### config.mk
export PLATFORM = sky130hd
export DESIGN_NAME = pwm_cmp
export DESIGN_NICKNAME = d
export VERILOG_FILES = /design/src/rtl/pwm_pkg.sv /design/src/rtl/deadband_gen.sv /design/src/rtl/pwm_cmp.sv
export SDC_FILE = /design/constraint.sdc
export NUM_CORES = 1
export LEC_CHECK = 0
export ABC_AREA = 1
export ABC_CLOCK_PERIOD_IN_PS = 4660
export CAP_MARGIN = 25
export CORE_UTILIZATION = 30
export CTS_CLUSTER_SIZE = 8
export DETAILED_ROUTE_END_ITERATION = 10
export SLEW_MARGIN = 20
export SYNTH_ARGS = -nofsm -noshare
export SYNTH_HDL_FRONTEND = slang
export SYNTH_SLANG_ARGS = --single-unit
export TNS_END_PERCENT = 50
### constraint.sdc
create_clock -name clk -period 4.66 [get_ports clk]
set_clock_uncertainty 0.15 [all_clocks]
set_input_delay 0.699 -clock clk [delete_from_list [all_inputs] [get_ports clk]]
set_output_delay 0.699 -clock clk [all_outputs]
set_load 0.05 [all_outputs]
### src/rtl/pwm_pkg.sv
// Shared state encoding and sizing helpers for the PWM compare stage.
package pwm_pkg;

  typedef enum logic [1:0] {
    IDLE = 2'd0,
    RUN  = 2'd1,
    PEND = 2'd2
  } state_t;

  localparam int CNT_W_DEF = 11;

  // Compare value that keeps the output high for the whole counter period.
  function automatic int unsigned duty_max(input int unsigned cnt_w);
    return 32'd1 << cnt_w;
  endfunction

endpackage

### src/rtl/deadband_gen.sv
// Dead-time generator: delays each rising edge of hi/lo by DEADTIME clocks.
// Only compiled when PWM_COMPLEMENT_EN is defined.
`ifdef PWM_COMPLEMENT_EN
module deadband_gen #(
  parameter int DEADTIME = 4
) (
  input  logic clk,
  input  logic rst,
  input  logic raw,
  output logic hi,
  output logic lo
);

  localparam int RW = $clog2(DEADTIME + 2);
  localparam logic [RW-1:0] RUN_MAX = RW'(DEADTIME);

  logic          raw_q;
  logic [RW-1:0] run_q;
  logic [RW-1:0] run_d;

  // run_q counts how long raw has held its level, saturating at DEADTIME.
  always_comb begin
    run_d = run_q;
    if (raw != raw_q) begin
      run_d = '0;
    end else if (run_q != RUN_MAX) begin
      run_d = run_q + 1'b1;
    end
  end

  always_ff @(posedge clk or posedge rst) begin
    if (rst) begin
      raw_q <= 1'b0;
      run_q <= '0;
    end else begin
      raw_q <= raw;
      run_q <= run_d;
    end
  end

  assign hi = raw_q && (run_q == RUN_MAX);
  assign lo = !raw_q && (run_q == RUN_MAX);

endmodule
`endif

### src/rtl/pwm_cmp.sv
// PWM compare stage: duty accepted into a shadow register, applied only at count wraps.
// Define PWM_COMPLEMENT_EN to add the dead-time complementary output pwm_n.
module pwm_cmp
  import pwm_pkg::*;
#(
  parameter int CNT_W = CNT_W_DEF
`ifdef PWM_COMPLEMENT_EN
  , parameter int DEADTIME = 4
`endif
) (
  input  logic           clk,
  input  logic           rst,
  input  logic [CNT_W-1:0] cnt,
  input  logic [CNT_W:0] duty,
  input  logic           duty_valid,
  output logic           duty_ready,
  output logic           pwm,
  output logic           pwm_n,
  output logic           period_tick,
  output logic [CNT_W:0] active_duty,
  output state_t         dbg_state
);

  localparam int unsigned DMAX_I = duty_max(CNT_W);
  localparam logic [CNT_W:0] DMAX = DMAX_I[CNT_W:0];

  logic [CNT_W-1:0] cnt_q;
  state_t           state_q, state_d;
  logic [CNT_W:0]   shadow_q, shadow_d;
  logic [CNT_W:0]   active_q, active_d;
  logic             tick_q;
  logic             pwm_raw_q, pwm_raw_d;
  logic             wrap;
  logic             xfer;
  logic [CNT_W:0]   duty_sat;

  // Any backwards step of the count is a period boundary.
  assign wrap = (cnt < cnt_q);

  // Handshake: duty transfers on a clock where duty_valid && duty_ready; ready is low
  // only while the shadow holds a value that has not yet been applied.
  assign duty_ready = (state_q != PEND);
  assign xfer       = duty_valid && duty_ready;
  assign duty_sat   = (duty > DMAX) ? DMAX : duty;

  // A transfer coinciding with a wrap wins: the new duty waits for the next wrap.
  always_comb begin
    state_d  = state_q;
    shadow_d = shadow_q;
    active_d = active_q;
    if (xfer) begin
      shadow_d = duty_sat;
      state_d  = PEND;
    end else if (wrap && (state_q == PEND)) begin
      active_d = shadow_q;
      state_d  = RUN;
    end
  end

  assign pwm_raw_d = (state_q != IDLE) && ({1'b0, cnt} < active_q);

  always_ff @(posedge clk or posedge rst) begin
    if (rst) begin
      cnt_q     <= '0;
      state_q   <= IDLE;
      shadow_q  <= '0;
      active_q  <= '0;
      tick_q    <= 1'b0;
      pwm_raw_q <= 1'b0;
    end else begin
      cnt_q     <= cnt;
      state_q   <= state_d;
      shadow_q  <= shadow_d;
      active_q  <= active_d;
      tick_q    <= wrap;
      pwm_raw_q <= pwm_raw_d;
    end
  end

  assign period_tick = tick_q;
  assign active_duty = active_q;
  assign dbg_state   = state_q;

`ifdef PWM_COMPLEMENT_EN
  deadband_gen #(
    .DEADTIME(DEADTIME)
  ) u_deadband (
    .clk(clk),
    .rst(rst),
    .raw(pwm_raw_q),
    .hi (pwm),
    .lo (pwm_n)
  );
`else
  assign pwm   = pwm_raw_q;
  assign pwm_n = 1'b0;
`endif

endmodule

==> run summary <==
In the final routed layout, each cell accounts on average for 11.6 um. The actual slew at the worst max-slew pin is 0.502 ns. The run gives 31.3% as the effective utilization at floorplan. The net switching share of the total power came out at 45.5%. Leaving out fill and tap cells, the most frequent cell in the layout is sky130_fd_sc_hd__nand2_1. Total internal power: 800 uW. The average footprint of a synthesized cell came out at 8.74 sq um. The logs give 1.63 ns for the signal arrival time at the worst endpoint and 3.81 ns for the data required time at the worst endpoint. The detailed router finished its first iteration with 56 violations.

Wires add up to 4050 um. Adding up every negative setup slack in the final design gives 0 ns. Row generation in the floorplan step produced 29 rows. The startpoint of the most critical hold path is shadow_q[4]. The longest clock path from root to sink contains 2 buffers.

Clock tree synthesis inserted a total of 5 buffers. The tools report the maximum number of pins on one net before global-route repair as 26. The post-synthesis sequential area ratio is 48.8%, and the count of state elements after synthesis is 39. After Yosys synthesis, full adders, half adders and majority gates account for 12.5% of the synthesized area. Largest area contributor in the netlist: sky130_fd_sc_hd__dfrtp_1. The number of pins with negative max-slew slack in the final report was 0. The core region is 6390 sq um. CTS built an H-tree with a depth of 2. 44 I/O pins were placed. In this run, placement finished with an instance count of 343.

The placed wire-length estimate after detailed placement is 3170 um, and the die width is 83.7 um. Of all nets on the critical path, the largest fanout is 4. The flow ran to the end, and the final reports show no timing, DRC or antenna violations. The share of layout cells above drive strength 1 came out at 4.40%.

The tools report the number of antenna violations at the first check in global routing as 0. After clock tree synthesis, the repair step resized 0 gates. After synthesis, the cell types taking the most area are sky130_fd_sc_hd__dfrtp_1 (49%), sky130_fd_sc_hd__nand2_1 (13%), sky130_fd_sc_hd__ha_1 (13%). The cell area that synthesis handed to floorplanning was 2000 sq um.

The number of buffers added to fix hold violations after cts is 0, and the multiplexer share of the synthesized area is 0%. The type of the worst setup path is register to output port. The xor/xnor cell area share of the yosys netlist is 0%.

In this run the critical register-to-register path is captured at dbg_state[1]. The final worst-path cycle share works out to 53.2%. Power spread over the standard cell area amounts to 568 nW/um^2.

Using the TritonRoute via totals, the vias-per-cell ratio works out to 4.41. For the DRC violation count after routing, the log shows 0. The synthesized netlist devotes 24.9% of its cell area to simple gates.

The detailed-routing iteration count for the pre-antenna-repair pass is 4. For the via count of the first global-routing pass, the log shows 1600. The worst setup path is launched from a register. After clock tree synthesis, the clock-pin slew on the worst setup and hold paths is 0.07 ns. Global routing finished with a remaining overflow of 0. For the count of unique library cells instantiated by Yosys, the log shows 22. The worst pin sits at a relative slew slack of 66.4%. For this design, the sink count on the clock tree is 39. The final number of hold-violating endpoints came out at 0. The number of instances on the worst hold path came out at 2.

Leaving out fill and tap cells, the most frequent cells in the layout are sky130_fd_sc_hd__nand2_1 (69), sky130_fd_sc_hd__clkdlybuf4s50_1 (42), sky130_fd_sc_hd__dfrtp_1 (39), sky130_fd_sc_hd__inv_1 (35), sky130_fd_sc_hd__ha_1 (20). The die covers 7000 sq um. Synthesis produced a netlist whose cell count is 229. For the worst flop-to-flop path, the logic depth is 9. 0 antenna diodes ended up in the layout. TritonCTS built the clock tree. The post-synthesis compound-gate area fraction was 5.13%. The clock latency reported for the late side of the worst-skew pair is 0.28 ns, and the share of power burned in the clock network is 14.1%. The top cell type's share of synthesized area came out at 48.8%. For this design the static power due to leakage is 0.00132 uW. At the end of routability-driven placement, the weighted congestion stood at 0.782.

CTS placed an instance of sky130_fd_sc_hd__clkbuf_8 at the clock tree root. Synthesis produced a netlist with a net count of 275. Count of yosys warnings during synthesis: 0. The path type of the worst min-delay path was register to register. The final period demand of the worst path is 2.48 ns, and the max-cap check violation count is 0.

Setup repair after global routing left no endpoint under its margin. Across every metal layer, demand over resource in global routing totals 13.0%. For the number of failing setup endpoints in the final timing report, the log shows 0.

Relative to the synthesized area, the layout overhead comes to 29.3%. The tools report the net total in the final layout as 320. The worst setup path is captured at an output port. The detail route stage leaves a number of antenna-violating nets equal to 0. The total power draw was 1470 uW.

The share of total power dissipated in combinational logic is 49.4%. The tools report the capture endpoint of the worst hold path as shadow_q[4]. After clock tree synthesis, the setup repair step added 0 buffers. The logs give 36.5% for the sequential share of power and 403 MHz for the fmax. The die is 83.7 um tall. The net switching component of the power was 668 uW. Across the VDD grid, the largest voltage drop is 0.205 mV. The quantity of I/O buffers inserted on ports is 42, and the via total after detailed routing is 1542. Setup slack on the worst reg-to-reg path comes out at 2.80 ns. In this run the critical register-to-register path is launched from cnt_q[10].

After synthesis, the largest family of logic cells by area is simple AND/OR/NAND/NOR gates. The first-pass GRT wire length came out at 7220 um. Leaving out filler cells and counting taps, the final layout contains 350.
-- cell type report --
cell class / instances / area (sq um)
clock buffers: 6 / 72.6
well taps: 77 / 96.3
multi-input cells: 149 / 855
fillers: 659 / 3800
flip-flops and latches: 39 / 976
inverters: 35 / 131
repair buffers: 44 / 455
-- flip-flops by register name (all words and copies together) (netlist names) --
| register | flops |
|---|---|
| period_tick | 1 |
| shadow_q | 12 |
| dbg_state | 2 |
| active_duty | 12 |
| cnt_q | 11 |
| pwm | 1 |
-- synth_stat cells, drive strengths merged --
master,count
nand2,71
dfrtp,39
inv,35
ha,20
nand4,15
nor2,14
a21oi,8
nand3,8
buf,6
o21ai,5
a22o,3
and2,2
conb,1
nor3,1
o21bai,1
-- power groups by stage --
stage / combinational, uW / clock, uW / sequential [uW]
floorplan: 304 / 0 / 730
global placement: 716 / 0 / 543
detailed placement: 730 / 0 / 544
CTS: 732 / 214 / 538
global route: 802 / 227 / 549
finish: 726 / 207 / 535
-- routing by layer --
| layer | track usage (%) | part of all wire (%) | up-vias |
|---|---|---|---|
| li1 | - | - | 818 |
| met1 | 16.5 | 49 | 694 |
| met2 | 21.5 | 46 | 26 |
| met3 | 3.76 | 3.8 | 4 |
| met4 | 4.16 | 0.89 | 0 |
| met5 | 0 | 0 | - |
-- worst max-delay path, stage by stage (launching register included) --
cell and delay [ns]:
sky130_fd_sc_hd__dfrtp_1 0.42, sky130_fd_sc_hd__nand2_1 0.12, sky130_fd_sc_hd__clkdlybuf4s50_1 0.81
-- worst max path at each step --
stage / startpoint / to / cells past startpoint / slack, ns
floorplan: dbg_state[0] / shadow_q[3] / 5 / 2.65
global placement: cnt[10] / dbg_state[1] / 9 / 1.93
detailed placement: cnt[10] / dbg_state[1] / 9 / 1.92
CTS: dbg_state[1] / duty_ready / 2 / 2.16
global route: cnt[6] / active_duty[10] / 9 / 2.00
finish: dbg_state[1] / duty_ready / 2 / 2.18
-- cells by family after synthesis --
kind of cell | after synthesis
and+or+nand+nor | 111
buffers and inverters | 41
AOI/OAI and AO/OA | 17
DFF | 39
other | 1
adders and majority gates | 20
-- stage by stage --
step / hold slack (ns) / cell area (sq um) / utilization, % / setup WS, ns
5_1_grt: 0.360 / 2590 / 40.5 / 2.00
2_1_floorplan: 0.299 / 2000 / - / 2.65
3_5_place_dp: 0.322 / 2490 / 38.9 / 1.92
4_1_cts: 0.339 / 2560 / 40.1 / 2.16
3_3_place_gp: 0.319 / 2490 / 38.9 / 1.93
6_report: 0.341 / 2590 / 40.5 / 2.18
Power figures use the tool's default switching activity.
==> patch 1 (same settings) <==
Add a define of `PWM_COMPLEMENT_EN`.
--- a/src/rtl/deadband_gen.sv
+++ b/src/rtl/deadband_gen.sv
@@ -2,2 +2,4 @@
 // Only compiled when PWM_COMPLEMENT_EN is defined.
+`define PWM_COMPLEMENT_EN
+
 `ifdef PWM_COMPLEMENT_EN
Formal check against the unedited RTL: not equivalent (a bounded check fails within 4 cycles, from zero or initial values and one cycle with rst high).
==> patch 1 against the unedited design <==
Area after synthesis rose by 14%; combinational power grew 7.6%; design area up 14%; critical endpoint is now pwm_n; maximum frequency decreased by 13%; wire length up 7.1%; critical path type unchanged; clock power rose by 64%; power grew 17%; setup slack worse by 0.37 ns; sequential cell count increased by 4.
==> patch 1: results (changes against the unedited design) <==
largest net degree at the start of global routing - 44 (was 26)
Syn Nets - 304 (was 275)
largest cells by area after synthesis - dfrtp_1 (47%), ha_1 (12%), nand2_1 (10%) (was dfrtp_1 (49%), nand2_1 (13%), ha_1 (13%))
Yosys warnings - 0 (unchanged)
Crit. Startpoint - u_deadband.run_q[0]$_DFFE_PP0P_ (was dbg_state[1]$_DFFE_PP0P_)
routed len/inst - 10.78 µm (was 11.57 µm)
FF-to-FF path depth - 8 (was 9)
1st-pass router iterations - 5 (was 4)
area used by multi-input combinational logic - 0.001007 mm² (was 854.6 µm²)
Post CTS Setup Buffer Count - 0 (unchanged)
Filler cells - 739 (was 659)
critical path peak fanout - 5 (was 4)
fraction of registers with async set/reset - 1.000 (unchanged)
Slew HR - 0.6443 (was 0.6644)
share of layout cells above drive strength 1 - 0.1089 (was 0.04396)
Static Leak - 1.492 nW (was 1.317 nW)
DPL Wire Length - 3.440 mm (was 3.170 mm)
first-pass GRT wire length - 7.596 mm (was 7.224 mm)
H-tree levels - 2 (unchanged)
Hold Path Class - flop to flop (unchanged)
Mapped Cells - 256 (was 229)
CTS clk-pin slew, worst paths - 0.08 ns
Via density - 4.244 (was 4.406)
DRT iter0 DRCs - 51 (was 56)
DP Cell Count - 394 (was 343)
Cell variety after synth - 27 (was 22)
flop2flop setup slack - 2.87 ns (was 2.80 ns)
Post-CTS Resized - 0 (unchanged)
final net count - 350 (was 320)
initial antenna violation count - 0 (unchanged)
worst vdd ir - 191.2 µV (was 205.2 µV)
gpl congestion - 0.7526 (was 0.7818)
commonest cells in the netlist - nand2_1 (61), dfrtp_1 (43), inv_1 (39), ha_1 (22), nor2_1 (19) (was nand2_1 (69), dfrtp_1 (39), inv_1 (35), ha_1 (20), nand4_1 (14))
critical path arrival - 2.00 ns (was 1.63 ns)
via count - 1706 (was 1542)
Clock Latency Late Sink - 0.29 ns
status - completed (unchanged)
CTS Buf Count - 5 (unchanged)
CTS root buffer - clkbuf_8 (unchanged)
Area after DPL - 0.002809 mm² (was 0.002486 mm²)
PnR worst setup slack - 1.812 ns (was 2.180 ns)
Hold Path Stages - 0 (was 2)
R2R Path Start - cnt_q[6]$_DFF_PP0_ (was cnt_q[10]$_DFF_PP0_)
Most used DFF post-synth - dfrtp_1 (unchanged)
Port-buffer cells - 43 (was 42)
hold path start - pwm_raw_q$_DFF_PP0_ (was shadow_q[4]$_DFFE_PP0P_)
Reg2Reg Capture Point - active_duty[11]$_DFFE_PP0P_ (was dbg_state[1]$_DFFE_PP0P_)
Seq/Total Area, Yosys - 0.4702 (was 0.4878)
worst hold path endpoint - u_deadband.raw_q$_DFF_PP0_ (was shadow_q[4]$_DFFE_PP0P_)
Place WS - 1.982 ns (was 1.915 ns)
total track usage - 0.1248 (was 0.1304)
Routed Antenna Nets - 0 (unchanged)
## patch 1: cells by family after synthesis
family	Yosys count	synth area share
compound gates	19	0.05577
xor+xnor	3	0.01148
fa+ha+maj	22	0.1203
buf+inv	48	0.08966
flops	43	0.4702
simple gates	121	0.2526
## patch 1: cell type report
cell class,instances,area share
clock buffers,6,0.02467
clock inverters,2,0.02042
inverters,43,0.05572
multi-input cells,165,0.3424
flip-flops and latches,43,0.3658
well taps,99,0.04211
repair buffers,44,0.1489
## patch 1: critical path: stages, from the launching register on
cell and delay, ns:
dfrtp_1 0.39, inv_1 0.10, ha_1 0.17, nand2_1 0.12, nor2_1 0.12, clkdlybuf4s50_1 0.81
## patch 1: worst max path at each step
stage | depth (start not counted) | endpoint
final | 5 | pwm_n
after detailed placement | 8 | active_duty[11]$_DFFE_PP0P_
after global placement | 8 | active_duty[9]$_DFFE_PP0P_
after floorplan | 4 | pwm
after CTS | 5 | pwm_n
after global routing | 5 | pwm
## patch 1: metrics by stage
step           power, mW  hold slack (ns)
2_1_floorplan      1.158           0.2215
3_3_place_gp       1.385           0.2313
3_5_place_dp       1.398           0.2391
4_1_cts            1.739           0.2569
5_1_grt            1.843           0.2726
6_report           1.716           0.2543
## patch 1: power breakdown
group | switching, mW | internal [mW]
sequential | 0.0986 | 0.498
combinational | 0.505 | 0.276
clock | 0.125 | 0.214
## patch 1: routing by layer
layer,wire (µm),global-route usage
met4,25,0.03030
met3,195,0.04063
met5,0,0
met1,2035,0.1575
met2,2077,0.2075
==> patch 2 (same flow settings) <==
Without the edit above. Register the inputs `duty` and `duty_valid` before use, with the module's reset. The logic sees them one clock later. The other inputs are not delayed to match.
--- a/src/rtl/pwm_cmp.sv
+++ b/src/rtl/pwm_cmp.sv
@@ -26,2 +26,15 @@
 
+  logic [CNT_W:0] duty_q;
+  logic duty_valid_q;
+
+  always_ff @(posedge clk or posedge rst) begin
+    if (rst) begin
+      duty_q       <= '0;
+      duty_valid_q <= '0;
+    end else begin
+      duty_q       <= duty;
+      duty_valid_q <= duty_valid;
+    end
+  end
+
   logic [CNT_W-1:0] cnt_q;
@@ -42,4 +55,4 @@
   assign duty_ready = (state_q != PEND);
-  assign xfer       = duty_valid && duty_ready;
-  assign duty_sat   = (duty > DMAX) ? DMAX : duty;
+  assign xfer       = duty_valid_q && duty_ready;
+  assign duty_sat   = (duty_q > DMAX) ? DMAX : duty_q;
 
Behaviour: not the same (Yosys sat finds a counterexample within 4 cycles, from zero or initial values and one cycle with rst high).
==> patch 2 against the unedited design <==
Cell count grew 10%; register-to-register slack worse by 0.06 ns; design area is 14% higher; via count rose by 7.9%; setup slack got worse by 0.042 ns; power increased by 2.3%; sequential cell count up 13; maximum frequency is 1.7% lower; highest routed layer unchanged; wire length up 6.3%; non-clock buffer count fell by 1; area after synthesis increased by 17%; critical path depth is 1 higher; utilization fell by 0.62 points.
==> patch 2: results (changes against the unedited design) <==
critical path peak fanout - 3 (was 4)
commonest cells in the netlist - nand2_1 (66), dfrtp_1 (52), inv_1 (35), ha_1 (20) (was nand2_1 (69), dfrtp_1 (39), inv_1 (35), ha_1 (20), nand4_1 (14))
Post-Synth Adder-Cell Area - 0.1070 (was 0.1251)
DRT iter0 DRCs - 106 (was 56)
CTS clk-pin slew, worst paths - 0.09 ns (was 0.07 ns)
Cell variety after synth - 25 (was 22)
Synth Area in Compound Gates - 0.04869 (was 0.05128)
DPL Wire Length - 3.371 mm (was 3.170 mm)
fraction of registers with async set/reset - 1.000 (unchanged)
share of layout cells above drive strength 1 - 0.04878 (was 0.04396)
routed len/inst - 11.14 µm (was 11.57 µm)
number of global-route vias before repair - 1628 (was 1600)
critical path arrival - 1.67 ns (was 1.63 ns)
largest cells by area after synthesis - dfrtp_1 (56%), ha_1 (11%), nand2_1 (11%) (was dfrtp_1 (49%), nand2_1 (13%), ha_1 (13%))
flop2flop setup slack - 2.74 ns (was 2.80 ns)
Clock Latency Late Sink - 0.31 ns (was 0.28 ns)
final net count - 332 (was 320)
Least-Margin Pin Slew - 0.5664 ns (was 0.5019 ns)
Static Leak - 1.469 nW (was 1.317 nW)
via count - 1664 (was 1542)
Seq/Total Area, Yosys - 0.5564 (was 0.4878)
total track usage - 0.1192 (was 0.1304)
CTS Buf Count - 5 (unchanged)
gpl congestion - 0.7234 (was 0.7818)
Syn Nets - 288 (was 275)
largest net degree at the start of global routing - 28 (was 26)
status - completed (unchanged)
worst vdd ir - 161.2 µV (was 205.2 µV)
first-pass GRT wire length - 7.617 mm (was 7.224 mm)
patch 2: worst paths after layout:
path                                          start                           to  cells after the start
max                        dbg_state[0]$_DFFE_PP0P_                   duty_ready                      3
min                          duty_valid_q$_DFF_PP0_     dbg_state[0]$_DFFE_PP0P_                      1
max reg2reg                      cnt_q[6]$_DFF_PP0_  active_duty[11]$_DFFE_PP0P_                      9
min reg2reg                  duty_valid_q$_DFF_PP0_     dbg_state[0]$_DFFE_PP0P_                      1
max in group asynchronous                       rst        period_tick$_DFF_PP0_                      3
min in group asynchronous                       rst   active_duty[8]$_DFFE_PP0P_                      2
patch 2: worst max-delay path, stage by stage (launching register included):
cell	delay, ns
dfrtp_1	0.39
inv_1	0.06
nand2_1	0.10
clkdlybuf4s50_1	0.81
patch 2: logic make-up after synthesis:
logic type | count (synthesis)
and+or+nand+nor | 110
AOI/OAI and AO/OA | 17
adders and majority gates | 20
DFF | 52
other | 1
buffers and inverters | 42
patch 2: final cells by class:
class / instances / area, µm²
fillers: 734 / 4454
well taps: 99 / 123.9
inverters: 36 / 135.1
repair buffers: 43 / 440.4
flip-flops and latches: 52 / 1301
clock buffers: 8 / 90.09
multi-input cells: 148 / 863.3
patch 2: metal layers:
layer	global-route usage	routed length (µm)
met1	0.1501	2027
met2	0.1940	2031
met3	0.03704	187
met4	0.04032	54
met5	0	0
patch 2: where the power goes:
group          switching (mW)  internal [mW]
clock network           0.142          0.121
registers              0.0759          0.554
logic                   0.399          0.211
total                   0.616          0.886
patch 2: per-stage QoR:
stage                     total power [mW]  hold slack [ns]  worst slack [ns]  instance area (µm²)  instances
final                                1.502           0.3358             2.137                 2954        386
after global routing                 1.607           0.3555             1.993                 2954        386
after CTS                            1.519           0.3386             2.100                 2954        386
after floorplan                      1.057           0.2875             2.553                 2338        242
after global placement               1.241           0.3180             2.000                 2844        377
after detailed placement             1.255           0.3243             1.946                 2864        378
